<file path="config.mk">
export PLATFORM = sky130hd
export DESIGN_NAME = instr_fetch_queue
export DESIGN_NICKNAME = d
export VERILOG_FILES = /design/src/rtl/instr_fetch_queue.sv
export SDC_FILE = /design/constraint.sdc
export NUM_CORES = 1
export LEC_CHECK = 0
export ABC_AREA = 1
export BUFFER_PORTS_ARGS = -buffer_cell sky130_fd_sc_hd__buf_2
export CAP_MARGIN = 20
export CORE_ASPECT_RATIO = 1.4
export CORE_MARGIN = 2
export CORE_UTILIZATION = 51
export CTS_BUF_LIST = sky130_fd_sc_hd__clkbuf_16
export CTS_CLUSTER_DIAMETER = 60
export CTS_CLUSTER_SIZE = 8
export DETAILED_ROUTE_END_ITERATION = 8
export PLACE_DENSITY = 0.76
export SYNTH_ARGS = -nofsm -noshare
export SYNTH_HDL_FRONTEND = slang
export SYNTH_SLANG_ARGS = --single-unit
</file>
<file path="constraint.sdc">
create_clock -name clk -period 8.93 [get_ports clk]
set_clock_uncertainty 0.1 [all_clocks]
set_input_delay 0.893 -clock clk [delete_from_list [all_inputs] [get_ports clk]]
set_output_delay 0.893 -clock clk [all_outputs]
set_load 0.1 [all_outputs]
</file>
<file path="src/rtl/instr_fetch_queue.sv">
// Fetch stage: one outstanding imem read, results buffered in a small FIFO.
// Define IFQ_FAULT_CHECK_EN to turn bad fetch addresses into faulting NOPs.
module instr_fetch_queue #(
  parameter int unsigned DEPTH     = 4,
  parameter logic [31:0] IMEM_BASE = 32'h0100_0000,
  parameter logic [31:0] IMEM_LAST = 32'h0100_07FC
) (
  input  logic        clk,
  input  logic        rst,
  input  logic [31:0] pc_addr,
  input  logic        pc_valid,
  output logic        pc_ready,
  input  logic        flush,
  output logic        imem_req,
  output logic [31:0] imem_addr,
  input  logic        imem_ack,
  input  logic [31:0] imem_rdata,
  output logic        instr_valid,
  input  logic        instr_ready,
  output logic [31:0] instr_data,
  output logic [31:0] instr_pc
`ifdef IFQ_FAULT_CHECK_EN
  ,
  output logic        instr_fault
`endif
);

  localparam int unsigned AW = $clog2(DEPTH);
  localparam logic [AW:0] FULL = (AW+1)'(DEPTH);
  localparam logic [31:0] NOP = 32'h0000_0013;

  typedef enum logic [1:0] {
    IDLE,
    WAIT,
    DROP
  } state_t;

  state_t        state;
  logic [AW:0]   count;
  logic [AW-1:0] rd_ptr;
  logic [AW-1:0] wr_ptr;

  logic [31:0] q_pc   [DEPTH];
  logic [31:0] q_data [DEPTH];

  logic        accept;
  logic        bad_pc;
  logic        push;
  logic        pop;
  logic [31:0] push_pc;
  logic [31:0] push_data;

  // Ready only when a free slot exists, so every accept owns a slot.
  assign pc_ready = !rst && state == IDLE
                 && count < FULL && !flush;
  assign accept   = pc_valid && pc_ready;

`ifdef IFQ_FAULT_CHECK_EN
  assign bad_pc = pc_addr[1:0] != 2'b00
               || pc_addr < IMEM_BASE
               || pc_addr > IMEM_LAST;
`else
  assign bad_pc = 1'b0;
`endif

  assign push = !flush
             && ((state == WAIT && imem_ack)
             ||  (accept && bad_pc));
  assign pop  = instr_valid && instr_ready && !flush;

  assign push_pc   = (state == WAIT) ? imem_addr : pc_addr;
  assign push_data = (state == WAIT) ? imem_rdata : NOP;

  always_ff @(posedge clk or posedge rst) begin
    if (rst) begin
      state     <= IDLE;
      imem_req  <= 1'b0;
      imem_addr <= IMEM_BASE;
    end else begin
      case (state)
        IDLE: begin
          if (accept && !bad_pc) begin
            state     <= WAIT;
            imem_req  <= 1'b1;
            imem_addr <= pc_addr;
          end
        end
        WAIT: begin
          if (imem_ack) begin
            state    <= IDLE;
            imem_req <= 1'b0;
          end else if (flush) begin
            state <= DROP;
          end
        end
        DROP: begin
          if (imem_ack) begin
            state    <= IDLE;
            imem_req <= 1'b0;
          end
        end
        default: begin
          state    <= IDLE;
          imem_req <= 1'b0;
        end
      endcase
    end
  end

  always_ff @(posedge clk or posedge rst) begin
    if (rst) begin
      count  <= '0;
      rd_ptr <= '0;
      wr_ptr <= '0;
    end else if (flush) begin
      count  <= '0;
      rd_ptr <= '0;
      wr_ptr <= '0;
    end else begin
      if (push) wr_ptr <= wr_ptr + AW'(1);
      if (pop)  rd_ptr <= rd_ptr + AW'(1);
      case ({push, pop})
        2'b10:   count <= count + (AW+1)'(1);
        2'b01:   count <= count - (AW+1)'(1);
        default: count <= count;
      endcase
    end
  end

  always_ff @(posedge clk) begin
    if (push) begin
      q_pc[wr_ptr]   <= push_pc;
      q_data[wr_ptr] <= push_data;
    end
  end

  assign instr_valid = count != '0;
  assign instr_pc    = q_pc[rd_ptr];
  assign instr_data  = q_data[rd_ptr];

`ifdef IFQ_FAULT_CHECK_EN
  logic q_flt [DEPTH];

  always_ff @(posedge clk) begin
    if (push) q_flt[wr_ptr] <= (state != WAIT);
  end

  assign instr_fault = q_flt[rd_ptr];
`endif

endmodule
</file>
==> flow_summary.toml, run 1 <==
[drt]
dr.pass1.iters = 5
wl_microns = 26800
ant_nets = 0
drc = 0
vias = 8014
first_iter_violations = 627
wire_per_inst_microns = 18.2
vias_per_cell = 5.44

[clocking]
cts_resized = 0
clk_path_buf_depth = 3
cts_tree = "done"
ctsHtreeMaxLevel = 2
insertion_delay_ns = 0.51
clk_pin_slew_ns = 0.05
cts_setup_buffers = 0
clock-sinks = 298
cts_buffers = 43
cts_root_buffer = "clkbuf_16"
hold_buffers = 0

[synth]
synthTopCellsByArea = "edfxtp_1 63%, dfrtp_1 8.5%, o21ai_0 6.6%, nor2_1 4.2%, nand2_1 3.5%"
ys_warn_count = 0
synthesis.nets = 1065
yosysTopAreaCell = "edfxtp_1"
yosysUniqueCellTypes = 28
synth_compound_area_share_pct = 12.8
avgSynthCellArea_sq_um = 12.3
synth_area_sq_um = 12100
async_reset_ff_share_pct = 14.1
synth_most_common_cell = "edfxtp_1"
synthAdderAreaFrac_pct = 0.992
syn-instance-count = 986
synthMuxAreaShare_pct = 0
synth-edff-count = 256
synth_xor_area_share_pct = 0.0723
synth_flop_cell = "edfxtp_1"
synth_top_family_by_area = "compound AO/OA/AOI/OAI gates"
synthTopCellsByCount = "256 x edfxtp_1, 160 x o21ai_0, 137 x nor2_1, 114 x nand2_1, 83 x inv_1"
synth_seq_cells = 298
synth_top_area_share_pct = 63.5
yosysSeqAreaShare_pct = 72.2
yosys.area_share.simple_pct = 8.46

[sta]
whs_ns = 0.388
rsz0062_at_grt = "no"
tns_ns = 0
finalCriticalPeriod_ns = 4.28
hold_viol = 0
fin_crit_sh_pct = 47.9
finalMaxSlewViolations = 0
final-setup-viol-count = 0
tightest_slew_ns = 1.09
slew_headroom_pct = 27.2
timing.final.ws_setup_ns = 4.65
fmax_ghz = 0.234

[worst_setup_path]
critPathTopFamily = "buffers and inverters"
slowest_delay_ns = 0.79
crit_fanout = 65
crit_type = "reg -> out"
path_cells = "buf_12 -> inv_2 -> o21ai_0 -> o22ai_1 -> buf_2"
crit_required_ns = 7.94
cp.arrival_ns = 3.28
critPathBufInv = 3
crit_slowest_cell = "inv_2"
ff2ff_setup_slack_ns = 5.94
start_kind = "register"
crit_path_end_kind = "output pin"

[place]
place.gp.congestion = 0.761
hpwlAfterDp_microns = 15600
pre_cts_slack_ns = 5.25
port_buffers = 168
dp.cells = 1409

[global_routing]
grt-ovfl-total = 0
grt_first_pass_wirelength_microns = 41600
antenna_found_initial = 0
grt_pass1_vias = 8091
grt_usage_pct = 21.2
grt_max_degree = 99

[die]
placementRows = 66
start_util_pct = 52.0
io_pins = 169
die_width_microns = 134
die_h_microns = 186
coreArea_sq_um = 23300
dieArea_sq_um = 25000

[outcome]
status = "finished clean"

[run]
maxCapViolations = 0

[layout]
area_growth_syn_to_layout_pct = 18.3
n_antenna_cell = 0
final_cells = 1472
drive_above_1_share_pct = 23.7
final_net_count = 1227

[hold_path]
worst_hold_path_type = "reg -> reg"
==> metrics by stage <==
step | cell area [sq um] | utilization (%)
finish | 14300 | 61.6
global route | 14300 | 61.6
CTS | 14300 | 61.6
detailed placement | 13100 | 56.4
global placement | 13100 | 56.2
floorplan | 12100 | -
==> flip-flops by register name (all words and copies together), names as in the netlist <==
| register | flops |
|---|---|
| wr_ptr | 2 |
| imem_addr | 32 |
| rd_ptr | 2 |
| imem_req | 1 |
| count | 3 |
| q_pc | 128 |
| q_data | 128 |
| state | 2 |
==> area by class of cell <==
type	count	area, sq um
Clock inverter	19	93.8
Fill cell	1798	8950
Tap cell	306	383
Multi-Input combinational cell	542	2750
Sequential cell	298	8740
Inverter	86	325
Timing Repair Buffer	177	941
Clock buffer	44	1100
==> cells in the final DEF, fill, tap and decap left out, types with 2 or more instances in the layout <==
cell type and instances:
inv_1 98, inv_2 3, o21ai_0 160, nor2_1 133, buf_4 7, nand2_1 114, nand2_2 3, buf_2 168
o21ai_2 32, ha_1 7, o21ai_1 9, nand3_2 2, dfrtp_1 39, nor2_4 4, clkbuf_16 44, o22ai_1 64
edfxtp_1 256, a21oi_1 3, nand3_1 3
==> path summary, 6_finish.rpt <==
kind	from	end	cells past startpoint
min in group asynchronous	rst	count[0]	2
max in group asynchronous	rst	rd_ptr[0]	2
hold reg to reg	imem_addr[24]	imem_addr[24]	2
setup / recovery	rd_ptr[1]	instr_pc[31]	5
hold / removal	imem_addr[24]	imem_addr[24]	2
setup reg to reg	state[1]	q_pc[0][9]	7
==> routing by layer <==
metal	routed length, microns	share of wire (%)	track usage (%)	vias up
li1	-	-	-	3780
met1	10600	40	26.7	3893
met2	13800	52	36.7	282
met3	1580	5.9	3.56	59
met4	736	2.7	7.81	0
met5	0	0	0	-
==> logic make-up (layout without fill, tap and decap cells) <==
group                      count (synthesis)  after routing
AOI/OAI and AO/OA                        269            269
xor gates and xnor gates                   1              1
adders and majority gates                  9              9
buffers and inverters                    146            326
DFF                                      298            298
and+or+nand+nor                          263            263
==> worst min-delay path, stage by stage (launching register included) <==
cell	delay (ns)
dfstp_2	0.37
nand2_1	0.07
o21ai_2	0.05
Power of run 1 is not shown: default switching activity piles up to over one toggle a cycle in this logic, so the estimate is an artifact.
==> run 2: changes to the inputs <==
Clock period 8.93 ns to 4 ns, I/O delays scaled along.
==> run 2 against run 1 <==
  * Critical path depth fell by 1
  * Final area barely moved
  * Global-route usage fell by 0.78 points
  * Critical endpoint is now instr_pc[15]
  * First-iteration DRC count is 12% lower
==> flow_summary.toml, run 2 (same netlist as run 1, synthesis figures left out) <==
[drt]
drc = 0
wire_per_inst_microns = 17.1
vias_per_cell = 5.35
ant_nets = 0
dr.pass1.iters = 5
wl_microns = 25300
vias = 7896
first_iter_violations = 551

[sta]
hold_viol = 0
finalMaxSlewViolations = 0
final-setup-viol-count = 0
fin_crit_sh_pct = 88.3
whs_ns = 0.0241
fmax_ghz = 0.283
slew_headroom_pct = 37.5
finalCriticalPeriod_ns = 3.53
tightest_slew_ns = 0.935
rsz0062_at_grt = "no"

[die]
placementRows = 66
coreArea_sq_um = 23300
start_util_pct = 52.0
die_width_microns = 134
dieArea_sq_um = 25000
die_h_microns = 186
io_pins = 169

[global_routing]
antenna_found_initial = 0
grt_max_degree = 75
grt-ovfl-total = 0
grt_pass1_vias = 8073
grt_first_pass_wirelength_microns = 40300
grt_usage_pct = 20.4

[clocking]
hold_buffers = 0
clk_pin_slew_ns = 0.05
ctsHtreeMaxLevel = 2
cts_buffers = 43
cts_tree = "done"
cts_setup_buffers = 0
clk_path_buf_depth = 3
clock-sinks = 298
cts_resized = 0
cts_root_buffer = "clkbuf_16"
insertion_delay_ns = 0.51

[layout]
n_antenna_cell = 0
area_growth_syn_to_layout_pct = 18.4
fillers = 1822
reg_top3 = "q_data (128), q_pc (128), imem_addr (32)"
layout_commonest_cell = "edfxtp_1"
drive_above_1_share_pct = 24.1
final_cell_mix = "256 x edfxtp_1, 168 x buf_2, 160 x o21ai_0"
final_net_count = 1234

[run]
maxCapViolations = 0

[place]
hpwlAfterDp_microns = 15000
place.gp.congestion = 0.774
port_buffers = 168

[worst_setup_path]
crit_required_ns = 3.50
crit_fanout = 74
cp.arrival_ns = 3.03
ff2ff_setup_slack_ns = 1.18
crit_path_end_kind = "output pin"
crit_type = "reg -> out"
start_kind = "register"

[outcome]
status = "finished clean"

[hold_path]
worst_hold_path_type = "in -> reg"
[run 2: cell count changes in the layout (fill, tap and decap cells not counted)]
cell	before	now
inv_1	98	97
buf_12	1	2
buf_16	1	0
nor4_2	0	1
clkbuf_16	44	43
clkinv_8	1	0
buf_4	7	14
nor4_1	1	0
[run 2: critical path: stages, from the launching register on]
cell and delay, ns:
dfrtp_4 0.83, buf_4 0.69, o21ai_0 0.19, o22ai_1 0.29
buf_2 0.49
[run 2: layout make-up]
type	count	area (sq um)	area share, %
Clock inverter	17	73.8	0.515
Multi-Input combinational cell	542	2750	19.2
Timing Repair Buffer	184	986	6.87
Tap cell	306	383	2.67
Inverter	86	325	2.27
Sequential cell	298	8740	61.0
Clock buffer	43	1080	7.50
[run 2: final timing paths]
kind | from | cells after the start | to
max | rd_ptr[0] | 4 | instr_pc[15]
min | pc_addr[24] | 3 | imem_addr[24]
max reg2reg | state[1] | 7 | q_data[3][25]
min reg2reg | imem_addr[24] | 2 | imem_addr[24]
max in group asynchronous | rst | 2 | rd_ptr[0]
min in group asynchronous | rst | 2 | imem_req
[run 2: stage by stage]
stage               utilization [%]  worst slack, ns  TNS [ns]  instances  area [sq um]
floorplan                         -           -0.290    -74.30        986         12100
global placement               56.6             1.06         0       1416         13200
detailed placement             56.6             1.02         0       1416         13200
CTS                            61.6            0.490         0       1476         14300
global route                   61.6            0.294         0       1476         14300
finish                         61.6            0.468         0       1476         14300
[run 2: metal layers]
metal | vias to the layer above | wire, microns | share of wire, % | global-route usage, %
met5 | - | 0 | 0 | 0
met4 | 0 | 601 | 2.4 | 7.94
met3 | 58 | 1410 | 5.6 | 4.05
met2 | 261 | 12800 | 51 | 35.5
met1 | 3791 | 10500 | 41 | 24.9
li1 | 3786 | - | - | -
Power of run 2 is left out for the same reason.
==> run 3: changes to the inputs <==
Settings changed: REMOVE_ABC_BUFFERS set to 1.
==> run 3 against run 2 <==
  * Setup slack improved by 0.11 ns
  * Worst hold slack improved by 0.0074 ns
  * Maximum frequency increased by 3.3%
  * Global-route usage increased by 0.20 points
  * Clock-buffer cell count unchanged
  * Non-clock buffer count increased by 2
==> flow_summary.toml, run 3 (same netlist as run 1, synthesis figures left out) <==
[clocking]
cts_resized = 0
cts_setup_buffers = 0
cts_buffers = 43
clock-sinks = 298
cts_tree = "done"
cts_root_buffer = "clkbuf_16"
insertion_delay_ns = 0.51
clk_pin_slew_ns = 0.05
clk_path_buf_depth = 3
ctsHtreeMaxLevel = 2

[sta]
finalCriticalPeriod_ns = 3.42
whs_ns = 0.0315
finalMaxSlewViolations = 0
final-setup-viol-count = 0
fin_crit_sh_pct = 85.5
hold_viol = 0
rsz0062_at_grt = "no"
fmax_ghz = 0.292
slew_headroom_pct = 33.4
tightest_slew_ns = 0.998

[global_routing]
grt_usage_pct = 20.6
antenna_found_initial = 2
grt_pass1_vias = 7954
grt_first_pass_wirelength_microns = 40300
grt_max_degree = 99
grt-ovfl-total = 0

[die]
die_h_microns = 186
dieArea_sq_um = 25000
die_width_microns = 134
placementRows = 66
io_pins = 169
coreArea_sq_um = 23300
start_util_pct = 52.0

[run]
maxCapViolations = 0

[drt]
drc = 0
ant_nets = 0
wl_microns = 25800
dr.pass1.iters = 5
vias = 7934
wire_per_inst_microns = 17.2
first_iter_violations = 494
vias_per_cell = 5.30

[place]
dp.cells = 1416
hpwlAfterDp_microns = 15000
place.gp.congestion = 0.746
port_buffers = 168

[worst_setup_path]
start_kind = "register"
slowest_delay_ns = 0.69
path_cells = "inv_4 -> buf_4 -> o21ai_0 -> o22ai_1 -> buf_2"
cp.arrival_ns = 2.92
crit_path_end_kind = "output pin"
crit_required_ns = 3.50
crit_fanout = 60
crit_slowest_cell = "dfrtp_4"
crit_type = "reg -> out"

[pwr]
peakVddDrop_mv = 0.687
powerDensity_nw_per_um2 = 878
finalPower_w = 0.0127
total_leakage_power_nw = 5.91

[hold_path]
worst_hold_path_type = "in -> reg"

[layout]
area_growth_syn_to_layout_pct = 19.5
drive_above_1_share_pct = 23.8
final_net_count = 1236
reg_top3 = "q_data (128), q_pc (128), imem_addr (32)"
final_cell_mix = "256 x edfxtp_1, 168 x buf_2, 160 x o21ai_0"
layout_commonest_cell = "edfxtp_1"
final_cells = 1498

[outcome]
status = "finished clean"
[run 3: area by class of cell]
| class | count | area [sq um] |
|---|---|---|
| fill | 1823 | 8810 |
| sequential | 298 | 8740 |
| multi-input combinational | 542 | 2750 |
| clock buffer | 43 | 1080 |
| timing repair buffer | 186 | 1040 |
| tap | 306 | 383 |
| inverter | 86 | 325 |
| clock inverter | 36 | 155 |
| antenna | 1 | 2.50 |
[run 3: routing by layer]
metal  share of wire, %  up-vias  GRT usage, %
met5              0.043        -             0
met4                2.4        2          8.30
met3                5.7       47          3.86
met2                 52      252          36.0
met1                 40     3825          25.1
li1                   -     3808             -
[run 3: metrics by stage]
| stage | setup TNS [ns] | cell area (sq um) | util [%] | worst slack [ns] |
|---|---|---|---|---|
| after floorplan | -497.45 | 11800 | - | -1.72 |
| after global placement | 0 | 13200 | 56.7 | 1.14 |
| after detailed placement | 0 | 13200 | 56.7 | 1.08 |
| after CTS | 0 | 14400 | 62.0 | 0.537 |
| after global routing | 0 | 14500 | 62.2 | 0.360 |
| final | 0 | 14500 | 62.2 | 0.579 |
[run 3: path summary, 6_finish.rpt]
kind / start / end / slack [ns] / depth (start not counted)
worst max-delay path: rd_ptr[0] / instr_data[1] / 0.58 / 5
worst min-delay path: pc_addr[24] / imem_addr[24] / 0.03 / 3
worst max register to register: state[1] / q_data[0][10] / 1.45 / 7
worst min register to register: imem_req / imem_req / 0.39 / 2
max in group asynchronous: rst / imem_addr[31] / 2.84 / 4
min in group asynchronous: rst / imem_addr[26] / 0.43 / 3
[run 3: repair_timing]
item	in CTS	in global routing
hold endpoints to repair	0	20
setup endpoints to repair	0	0
hold buffers	0	1
[run 3: critical path, delay by kind of cell, from the launching register on]
family                 cells  cell delay (ns)
buffers and inverters      3             1.39
flip-flops                 1             0.69
AO/OA/AOI/OAI              2             0.27
[run 3: report_power, final]
group          internal, W  leakage [nW]  switching (W)
Sequential         0.00403          2.86       0.000218
Clock              0.00193         0.718        0.00122
Combinational     0.000792          2.33        0.00451
No activity file was read; power rests on OpenSTA's default activity.
